`src/rtl/router_pkg.sv`:
```
// router_pkg
//   Shared types and constants for the router packet transmitter.
//   - tx_state_t  : transmitter FSM state encoding
//   - ADDR_W/LEN_W/DATA_W : header field and byte widths
//   - pack_header : builds the router header byte {len, addr}
package router_pkg;

  localparam int ADDR_W    = 2;
  localparam int LEN_W     = 6;
  localparam int DATA_W    = 8;
  localparam int BUF_DEPTH = 1 << LEN_W;

  typedef enum logic [2:0] {
    ST_IDLE    = 3'd0,
    ST_LOAD    = 3'd1,
    ST_HEADER  = 3'd2,
    ST_PAYLOAD = 3'd3,
    ST_PARITY  = 3'd4,
    ST_STATUS  = 3'd5
  } tx_state_t;

  function automatic logic [DATA_W-1:0] pack_header(
    input logic [LEN_W-1:0]  len,
    input logic [ADDR_W-1:0] addr
  );
    return {len, addr};
  endfunction

endpackage

```
`src/rtl/router_tx_buf.sv`:
```
// router_tx_buf
//   64x8 payload buffer. Synchronous write at the write pointer,
//   combinational read at the read pointer (and the entry after it, so the
//   transmitter can register the next byte in the same edge it consumes one).
//   Both pointers are cleared whenever a new request is taken.
// Ports:
//   clk, rst          clock, async active-low reset
//   i_clr             clear both pointers
//   i_wr_en/i_wr_data write one byte at o_wr_ptr, then advance
//   i_rd_inc          advance the read pointer
//   o_wr_ptr/o_rd_ptr current pointers
//   o_rd_data         mem[o_rd_ptr]
//   o_rd_data_nxt     mem[o_rd_ptr + 1]
module router_tx_buf
  import router_pkg::*;
(
  input  logic              clk,
  input  logic              rst,
  input  logic              i_clr,
  input  logic              i_wr_en,
  input  logic [DATA_W-1:0] i_wr_data,
  input  logic              i_rd_inc,
  output logic [LEN_W-1:0]  o_wr_ptr,
  output logic [LEN_W-1:0]  o_rd_ptr,
  output logic [DATA_W-1:0] o_rd_data,
  output logic [DATA_W-1:0] o_rd_data_nxt
);

  logic [DATA_W-1:0] r_mem [BUF_DEPTH];
  logic [LEN_W-1:0]  r_wr_ptr;
  logic [LEN_W-1:0]  r_rd_ptr;
  logic [LEN_W-1:0]  w_rd_ptr_nxt;

  // Storage is a plain register file; stale contents are never read because
  // the transmitter only reads entries written for the current packet.
  always_ff @(posedge clk) begin
    if (i_wr_en) begin
      r_mem[r_wr_ptr] <= i_wr_data;
    end
  end

  always_ff @(posedge clk or negedge rst) begin
    if (!rst) begin
      r_wr_ptr <= '0;
      r_rd_ptr <= '0;
    end else if (i_clr) begin
      r_wr_ptr <= '0;
      r_rd_ptr <= '0;
    end else begin
      if (i_wr_en) begin
        r_wr_ptr <= r_wr_ptr + LEN_W'(1);
      end
      if (i_rd_inc) begin
        r_rd_ptr <= r_rd_ptr + LEN_W'(1);
      end
    end
  end

  assign w_rd_ptr_nxt  = r_rd_ptr + LEN_W'(1);
  assign o_wr_ptr      = r_wr_ptr;
  assign o_rd_ptr      = r_rd_ptr;
  assign o_rd_data     = r_mem[r_rd_ptr];
  assign o_rd_data_nxt = r_mem[w_rd_ptr_nxt];

endmodule

```
`src/rtl/router_pkt_tx.sv`:
```
// router_pkt_tx
//   Source side of the router 1x3 input port. Takes a request (addr, len),
//   buffers len payload bytes, then sends header, payload and parity under
//   busy flow control and reports the router's err verdict on done/tx_err.
//
//   state   | meaning
//   --------+--------------------------------------------------------------
//   IDLE    | req_ready high; bad requests (addr 3, len 0) rejected in place
//   LOAD    | pl_ready high; bytes written to buffer and XORed into parity
//   HEADER  | {len,addr} driven with pkt_valid; held while busy is sampled
//   PAYLOAD | buffer byte rd_ptr driven; consumed on edges with busy low
//   PARITY  | parity byte driven with pkt_valid low; consumed when busy low
//   STATUS  | ERR_WIN cycles collecting err into a sticky flag, then done
//
// Ports:
//   clk, rst                      clock, async active-low reset
//   req_valid/req_ready           request handshake, req_addr/req_len
//   pl_valid/pl_ready/pl_data     payload byte handshake
//   busy, err                     from router
//   pkt_valid, data_out           to router
//   done, tx_err                  completion pulse and held verdict
module router_pkt_tx
  import router_pkg::*;
#(
  parameter int ERR_WIN = 3
)
(
  input  logic              clk,
  input  logic              rst,
  input  logic              req_valid,
  output logic              req_ready,
  input  logic [ADDR_W-1:0] req_addr,
  input  logic [LEN_W-1:0]  req_len,
  input  logic              pl_valid,
  output logic              pl_ready,
  input  logic [DATA_W-1:0] pl_data,
  input  logic              busy,
  input  logic              err,
  output logic              pkt_valid,
  output logic [DATA_W-1:0] data_out,
  output logic              done,
  output logic              tx_err
);

  localparam int              WIN_W    = (ERR_WIN > 1) ? $clog2(ERR_WIN) : 1;
  localparam logic [WIN_W-1:0] WIN_LOAD = WIN_W'(ERR_WIN - 1);

  tx_state_t         r_state;
  logic              r_req_ready;
  logic              r_pl_ready;
  logic              r_pkt_valid;
  logic [DATA_W-1:0] r_data_out;
  logic              r_done;
  logic              r_tx_err;
  logic [ADDR_W-1:0] r_addr;
  logic [LEN_W-1:0]  r_len;
  logic [DATA_W-1:0] r_parity;
  logic [WIN_W-1:0]  r_win_cnt;
  logic              r_err_sticky;

  logic              w_req_fire;
  logic              w_req_bad;
  logic              w_pl_fire;
  logic              w_rd_inc;
  logic [LEN_W-1:0]  w_last_idx;
  logic              w_wr_last;
  logic              w_rd_last;
  logic [LEN_W-1:0]  w_wr_ptr;
  logic [LEN_W-1:0]  w_rd_ptr;
  logic [DATA_W-1:0] w_rd_data;
  logic [DATA_W-1:0] w_rd_data_nxt;

  assign w_req_fire = (r_state == ST_IDLE) && req_valid && r_req_ready;
  assign w_req_bad  = (req_addr == 2'd3) || (req_len == '0);
  assign w_pl_fire  = (r_state == ST_LOAD) && pl_valid && r_pl_ready;
  assign w_last_idx = r_len - LEN_W'(1);
  assign w_wr_last  = (w_wr_ptr == w_last_idx);
  assign w_rd_last  = (w_rd_ptr == w_last_idx);
  assign w_rd_inc   = (r_state == ST_PAYLOAD) && !busy && !w_rd_last;

  router_tx_buf u_buf (
    .clk           (clk),
    .rst           (rst),
    .i_clr         (w_req_fire),
    .i_wr_en       (w_pl_fire),
    .i_wr_data     (pl_data),
    .i_rd_inc      (w_rd_inc),
    .o_wr_ptr      (w_wr_ptr),
    .o_rd_ptr      (w_rd_ptr),
    .o_rd_data     (w_rd_data),
    .o_rd_data_nxt (w_rd_data_nxt)
  );

  // data_out is always registered from buffer/parity/header state, so busy
  // only steers which value gets loaded and never reaches data_out directly.
  always_ff @(posedge clk or negedge rst) begin
    if (!rst) begin
      r_state      <= ST_IDLE;
      r_req_ready  <= 1'b0;
      r_pl_ready   <= 1'b0;
      r_pkt_valid  <= 1'b0;
      r_data_out   <= '0;
      r_done       <= 1'b0;
      r_tx_err     <= 1'b0;
      r_addr       <= '0;
      r_len        <= '0;
      r_parity     <= '0;
      r_win_cnt    <= '0;
      r_err_sticky <= 1'b0;
    end else begin
      r_done <= 1'b0;
      case (r_state)
        ST_IDLE: begin
          // req_ready drops for the cycle after any accepted request and
          // otherwise rises one cycle after entering IDLE (after done).
          r_req_ready <= 1'b1;
          if (w_req_fire) begin
            r_req_ready <= 1'b0;
            if (w_req_bad) begin
              r_done   <= 1'b1;
              r_tx_err <= 1'b1;
            end else begin
              r_addr     <= req_addr;
              r_len      <= req_len;
              r_parity   <= pack_header(req_len, req_addr);
              r_pl_ready <= 1'b1;
              r_state    <= ST_LOAD;
            end
          end
        end

        ST_LOAD: begin
          if (w_pl_fire) begin
            r_parity <= r_parity ^ pl_data;
            if (w_wr_last) begin
              r_pl_ready  <= 1'b0;
              r_pkt_valid <= 1'b1;
              r_data_out  <= pack_header(r_len, r_addr);
              r_state     <= ST_HEADER;
            end
          end
        end

        ST_HEADER: begin
          if (!busy) begin
            r_data_out <= w_rd_data;
            r_state    <= ST_PAYLOAD;
          end
        end

        ST_PAYLOAD: begin
          if (!busy) begin
            if (w_rd_last) begin
              r_pkt_valid <= 1'b0;
              r_data_out  <= r_parity;
              r_state     <= ST_PARITY;
            end else begin
              r_data_out <= w_rd_data_nxt;
            end
          end
        end

        ST_PARITY: begin
          if (!busy) begin
            r_data_out   <= '0;
            r_win_cnt    <= WIN_LOAD;
            r_err_sticky <= 1'b0;
            r_state      <= ST_STATUS;
          end
        end

        ST_STATUS: begin
          r_err_sticky <= r_err_sticky | err;
          if (r_win_cnt == '0) begin
            r_done   <= 1'b1;
            r_tx_err <= r_err_sticky | err;
            r_state  <= ST_IDLE;
          end else begin
            r_win_cnt <= r_win_cnt - WIN_W'(1);
          end
        end

        default: begin
          r_state <= ST_IDLE;
        end
      endcase
    end
  end

  assign req_ready = r_req_ready;
  assign pl_ready  = r_pl_ready;
  assign pkt_valid = r_pkt_valid;
  assign data_out  = r_data_out;
  assign done      = r_done;
  assign tx_err    = r_tx_err;

endmodule

```
`config.mk`:
```
export PLATFORM = sky130hd
export DESIGN_NAME = router_pkt_tx
export DESIGN_NICKNAME = d
export VERILOG_FILES = /design/src/rtl/router_pkg.sv /design/src/rtl/router_tx_buf.sv /design/src/rtl/router_pkt_tx.sv
export SDC_FILE = /design/constraint.sdc
export NUM_CORES = 1
export LEC_CHECK = 0
export BUFFER_PORTS_ARGS = -buffer_cell sky130_fd_sc_hd__buf_4
export CAP_MARGIN = 40
export CORE_MARGIN = 2
export CORE_UTILIZATION = 38
export DETAILED_ROUTE_END_ITERATION = 16
export GPL_TIMING_DRIVEN = 0
export PLACE_DENSITY = 0.51
export SYNTH_ARGS = -nofsm -noshare
export SYNTH_HDL_FRONTEND = slang
export SYNTH_SLANG_ARGS = --single-unit
```
`constraint.sdc`:
```
create_clock -name clk -period 3.18 [get_ports clk]
set_input_delay 0.318 -clock clk [delete_from_list [all_inputs] [get_ports clk]]
set_output_delay 0.318 -clock clk [all_outputs]
set_load 0.03 [all_outputs]
```
**Yosys cells after proc, flatten, opt, wreduce, memory -nomap -nowiden**

Memory sizes are Yosys's and may differ from the RTL's.
Index checks and enable logic that the tools add are counted.

- Bits in registers: 47
- Bits in latches: 0
- Memory bits (writable): 512
- Bits in read-only memories: 0
- Input bits: 22
- Output and inout port bits: 13
- Word-level logic and storage cells: 120
- Memories kept: 1

Memory list:

| memory | words | width | read ports | clocked after Yosys merged registers in | write ports | RTL line | text |
|---|---|---|---|---|---|---|---|
| u_buf.r_mem | 64 | 8 | 2 | 0 | 1 | router_tx_buf.sv:29 | `logic [DATA_W-1:0] r_mem [BUF_DEPTH];` |

- Add/subtract/negate cells: 4
- $mul: 0
- Divide/modulo/power cells: 0
- Magnitude comparators: 0
- Eq/ne operators: 19
- Shift-type cells: 0
- Muxes and demuxes: 51
- Bitwise gates (word level): 3
- Reduce and logical (&&, ||, !) cells: 28

Operators by type and width:

| operator | number |
|---|---|
| two-way mux 8 bit | 9 |
| case mux 8 bit (4 select lines) | 1 |
| two-way mux 3 bit | 9 |
| two-way mux 6 bit | 4 |
| two-way mux 1 bit | 18 |
| != test 2 bit (second input constant) | 9 |
| case mux 3 bit (6 select lines) | 1 |
| case mux 8 bit (2 select lines) | 1 |
| adder 6 x 1 -> 6 bit (second input constant) | 2 |
| equality test 6 bit | 2 |
| nonzero test 2 bit | 6 |
| case mux 1 bit (2 select lines) | 5 |
| AND reduction 5 bit | 2 |
| AND reduction 9 bit | 1 |
| AND reduction 4 bit | 2 |
| XOR 8 bit | 1 |
| equality test 3 x 2 -> 1 bit (second input constant) | 2 |
| equality test 3 bit (second input constant) | 2 |
| logical AND 1 bit | 6 |
| logical NOT 6 bit | 1 |
| AND reduction 3 bit | 2 |
| AND reduction 6 bit | 1 |
| subtractor 6 x 1 -> 6 bit (second input constant) | 1 |
| two-way mux 2 bit | 2 |
| other kinds (13) | 15 |

**Depth between registers and ports, before layout**

- Depth in word-level cells: 6
- Gate-level depth with buffers: 11
- Gate-level depth less buffers: 9

**Modules after synthesis**

From an unflattened synthesis, not the netlist that was laid out.

- Cells, all modules: 1,904
- Area, all modules: 27,247.4 µm²

Modules (own cells, without submodules):

| module | instances | cells an instance | area each (µm²) | sequential area each (µm²) |
|---|---|---|---|---|
| router_tx_buf | 1 | 1,637 | 24,967.7 | 15,675.0 |
| router_pkt_tx | 1 | 267 | 2,279.7 | 875.8 |

**Worst setup path after synthesis**

Ideal clock, no wire load.

- Path kind: reg-to-reg
- From: register u_buf.r_rd_ptr[1], in the netlist u_buf.o_rd_ptr[1]
- To: register r_data_out[2], in the netlist data_out[2]
- Setup time: 136 ps
- Arrival: 2,302 ps
- Data required time: 3,044 ps
- Path slack: 742 ps
- Cell stages (with the launch flop): 11
- Path buffers: 3
- Period minus slack after synthesis: 2,438 ps
- Cell sequence: dfrtp_1 > ha_1 > buf_2 > buf_2 > buf_2 > mux4_2 > nand2_1 > nand3_1 > nand4_1 > a21o_1 > a31oi_1

- Longest elaborated chain between the ends: 5
- Elaborated cells between the ends (all ways): 7
- Those cells by class: add/sub (1); eq/ne (1); mux (4); memory (1)

RTL lines:

| what | RTL line | text |
|---|---|---|
| start: declaration | router_tx_buf.sv:31 | `logic [LEN_W-1:0] r_rd_ptr;` |
| start signal: assignment | router_tx_buf.sv:54 | `r_rd_ptr <= r_rd_ptr + LEN_W'(1);` |
| adder 6 x 1 -> 6 bit | router_tx_buf.sv:59 | `assign w_rd_ptr_nxt = r_rd_ptr + LEN_W'(1);` |
| memory read (64 x 8 bit) | - |  |
| two-way mux 8 bit | router_pkt_tx.sv:153 | `if (w_rd_last) begin` |
| two-way mux 8 bit | router_pkt_tx.sv:152 | `if (!busy) begin` |
| case mux 8 bit (4 select lines) * | router_pkt_tx.sv:112 | `case (r_state)` |
| end signal: assignment | router_pkt_tx.sv:146 | `r_data_out <= w_rd_data;` |
| end signal: assignment | router_pkt_tx.sv:155 | `r_data_out <= r_parity;` |
| end signal: assignment | router_pkt_tx.sv:158 | `r_data_out <= w_rd_data_nxt;` |
| end: declaration | router_pkt_tx.sv:52 | `logic [DATA_W-1:0] r_data_out;` |

Mark *: on every way between the ends. The rest lies on a longest branch, timed or not. The select of a mux whose other input is x is not followed.
A chain may end at the register's enable or synchronous reset.

**Final worst setup path**

Same ends and word-level chain as after synthesis.

==> results by group <==
Timing
  • Worst slew margin: 34.6%
  • Unrepaired setup endpoints after global routing: yes
  • Fmax: 0.313 GHz
  • Final worst setup slack: -10.0 ps
  • Final Cycle Share: 100%
  • Post-route setup TNS: -10.0 ps
  • Worst slew pin tran: about 980 ps
  • Minimum clock period: 3190 ps
  • Clk_skew: 22.6 ps
  • Hold Violations, Final: 0
  • Max-slew violations: 0
  • Final setup fails: 1

Place
  • GPL Wtd Cong: 1.00
  • Port bufs: 34
  • Detail Placement HPWL: slightly above 70000 µm
  • Placement Cell Area: 29000 µm²

Clocking
  • Sink Count: 559
  • CTS tree: yes
  • CTS Root Cell: clkbuf_16
  • H-tree levels: 2
  • Clk Latency, worst-skew pair: 650 ps
  • CTS buffer count: 60
  • Clock tree buffer depth: 3
  • Clock transition at path regs: 60 ps

Floorplan
  • IO Count: 35
  • Chip width: 271 µm
  • Initial Utilization: 38.5%
  • Die area: roughly 73000 µm²
  • Core area: 70100 µm²
  • Core Rows: 97
  • Die Y: 271 µm

Synth
  • Proportion of synthesized chip area in sequential cells: 61.3%
  • Mapped Cells: 1689
  • Main combinational cell family by area after synthesis: multiplexers
  • Synth area leaders: edfxtp_1, mux4_2, mux2i_1
  • Post-synth EDFFs: between 500 and 600
  • Compound-Gate Fraction of Synth Area: 6.70%
  • Synth top cells by count: edfxtp_1, mux4_2, mux2i_1
  • Synthesized area: about 27000 µm²
  • Post-synth top area share: 56.9%
  • Multiplexer share of the synthesized area: 21.8%
  • Adder-Cell Fraction of Synth Area: 0.185%
  • Yosys warnings: 0
  • Async SR Flop Fraction: 8.41%
  • Unique cell type count in the Yosys netlist: 70
  • Most common cell in the netlist: edfxtp_1
  • Avg Inst Size Synth: 16.0 µm²
  • Simple-gate area share of the yosys netlist: 6.30%
  • Main synth FF type: edfxtp_1
  • Synth Register Bits: 559
  • Xor/xnor share of the synthesized area: 1.18%
  • Cell taking the most area after synthesis: edfxtp_1
  • Syn_nets: between 1500 and 2000

Power
  • Sw Pwr: around 0.012 W
  • Sequential power share: 28.4%
  • IR drop worst, VDD: 0.000505 V
  • Pint: 0.0181 W
  • Leak: 10.3 nW
  • Combinational share of power: approximately half
  • Cell Pwr Density: between 900 and 1000 nW/µm²
  • Clock group share of total power: 23.4%
  • Switching Share: between 40% and 50%

Route
  • DR pass1 iterations: 6
  • Vias post-DR: 18086
  • DRC Markers: 0
  • Vias per cell: approximately 6.3
  • Drt wl/cell: 35.8 µm
  • Final WL: 102000 µm
  • Routed Antenna Nets: 0
  • DRT iter0 DRCs: 2224

Worst setup path
  • Worst Path Arrival: 3690 ps
  • CP Max Fanout: 10
  • Worst EP required: 3680 ps
  • CP startpoint kind: register
  • Slowest-stage cell, CP: a2111oi_0
  • Crit-path cells: clkbuf_4 -> buf_4 -> clkbuf_2 -> buf_8 -> mux4_2 -> a22oi_1 -> a311oi_1 -> a2111oi_0 -> a31oi_1
  • CP max stage delay: 520 ps
  • CP Capture Type: register
  • Crit Path Class: register to register

Global routing
  • Grt total ovfl: 0
  • Pin count of the biggest net entering global routing: 67
  • First-pass GRT wire length: about 140000 µm
  • All-layer global routing usage: 27.7%
  • Number of global-route vias before repair: between 15000 and 20000
  • Antenna violations before repair: 0

Finish
  • Design area: 31600 µm²
  • Final net count: 1890
  • Area growth syn-to-layout: 17.1%
  • Fillers: 6163
  • ANT cells: 0
  • Share of cells above drive strength 1: 29.5%

Outcome
  • Failing checks: negative setup slack
  • Status: complete, but fails checks

Worst hold path
  • Worst Hold Class: input port to register

Flow run
  • MaxCap Viol Count: 0
==> power by group through the flow <==
stage	Sequential, W	Clock, W	Combinational, W
after floorplan	0.00882	0	0.00847
after global placement	0.00879	0	0.0138
after detailed placement	0.00880	0	0.0140
after CTS	0.00865	0.00722	0.0144
after global routing	0.00870	0.00750	0.0152
final	0.00867	0.00716	0.0147
==> worst paths after layout <==
kind	startpoint	end	slack, ps	cells after the start
max	u_buf.o_rd_ptr[1]$_DFFE_PN0P_	data_out[2]$_DFFE_PN0P_	-10	9
min	req_valid	req_ready$_DFFE_PN0N_	70	4
max reg2reg	u_buf.o_rd_ptr[1]$_DFFE_PN0P_	data_out[2]$_DFFE_PN0P_	-10	9
min reg2reg	pl_ready$_DFFE_PN0P_	pl_ready$_DFFE_PN0P_	510	1
max in group asynchronous	rst	u_buf.o_wr_ptr[0]$_DFFE_PN0P_	2490	2
min in group asynchronous	rst	r_addr[0]$_DFFE_PN0P_	260	2
==> stage by stage <==
step	power (W)	hold slack, ps	std cells	utilization [%]	worst slack (ps)
2_1_floorplan	0.0173	22.4	1689	-	742
4_1_cts	0.0302	39.5	2853	44.8	-198
6_report	0.0305	69.0	2855	45.1	-10.0
5_1_grt	0.0314	93.1	2855	45.1	-18.1
3_5_place_dp	0.0228	392	2730	41.3	-1010
3_3_place_gp	0.0226	382	2663	40.5	-1180
==> critical path: cells and delay by family (launching register included) <==
| family | cells | cell delay, ps |
|---|---|---|
| AO/OA/AOI/OAI | 4 | 1150 |
| flip-flops | 1 | 410 |
| multiplexers | 1 | 360 |
| buffers and inverters | 4 | 1110 |
==> per-layer routing <==
metal  track usage [%]  share of wire (%)  vias up
met5                 0                  0        -
met4              12.8                5.3        0
met3              5.22                8.4      201
met2              44.2                 47     1015
met1              36.7                 40     9567
li1                  -                  -     7303
==> sequential cells by signal, summed over array words and instances (netlist names), 2 cells and up <==
name	count
data_out	8
r_addr	2
r_len	6
r_parity	8
r_state	3
r_win_cnt	2
u_buf.o_rd_ptr	6
u_buf.o_wr_ptr	6
u_buf.r_mem	512
==> placed cells by master (no fill, tap or decap), drive strengths merged, types with 11 or more instances in the layout <==
master / count
dfrtp: 47
inv: 11
a211oi: 16
edfxtp: 512
clkbuf: 127
nand2b: 11
a21oi: 49
buf: 170
o21ai: 57
mux2i: 130
mux4: 194
nor2: 113
a221oi: 29
nand3: 49
mux2: 20
xnor2: 14
nand2: 105
clkinv: 29
a221o: 28
nand4: 21
nor3: 29
==> cells by family (layout without fill, tap and decap cells) <==
logic type                 Yosys count  count (layout)
xor gates and xnor gates            26              26
muxes                              344             344
buffers and inverters              134             360
adders and majority gates            4               4
AOI/OAI and AO/OA                  257             257
DFF                                559             559
and+or+nand+nor                    365             365
==> final cells by class <==
cell class                 count  area [µm²]  area share (%)
clock buffer                  71        1540            4.88
tap                          940        1180            3.72
clock inverter                42         449            1.42
sequential                   559       16600            52.3
multi-input combinational    996       10100            32.0
inverter                      11        43.8           0.138
buffer                       122         792            2.50
timing repair buffer         114         956            3.02
==> timing repair <==
item                                    4_1_cts  5_1_grt
resized for setup                           103       66
hold buffers                                 10        0
setup buffers                                 1        0
endpoints found under the setup margin      201      298
endpoints found under the hold margin        56        0
pin swaps                                     4        2
Power figures use the tool's default switching activity.
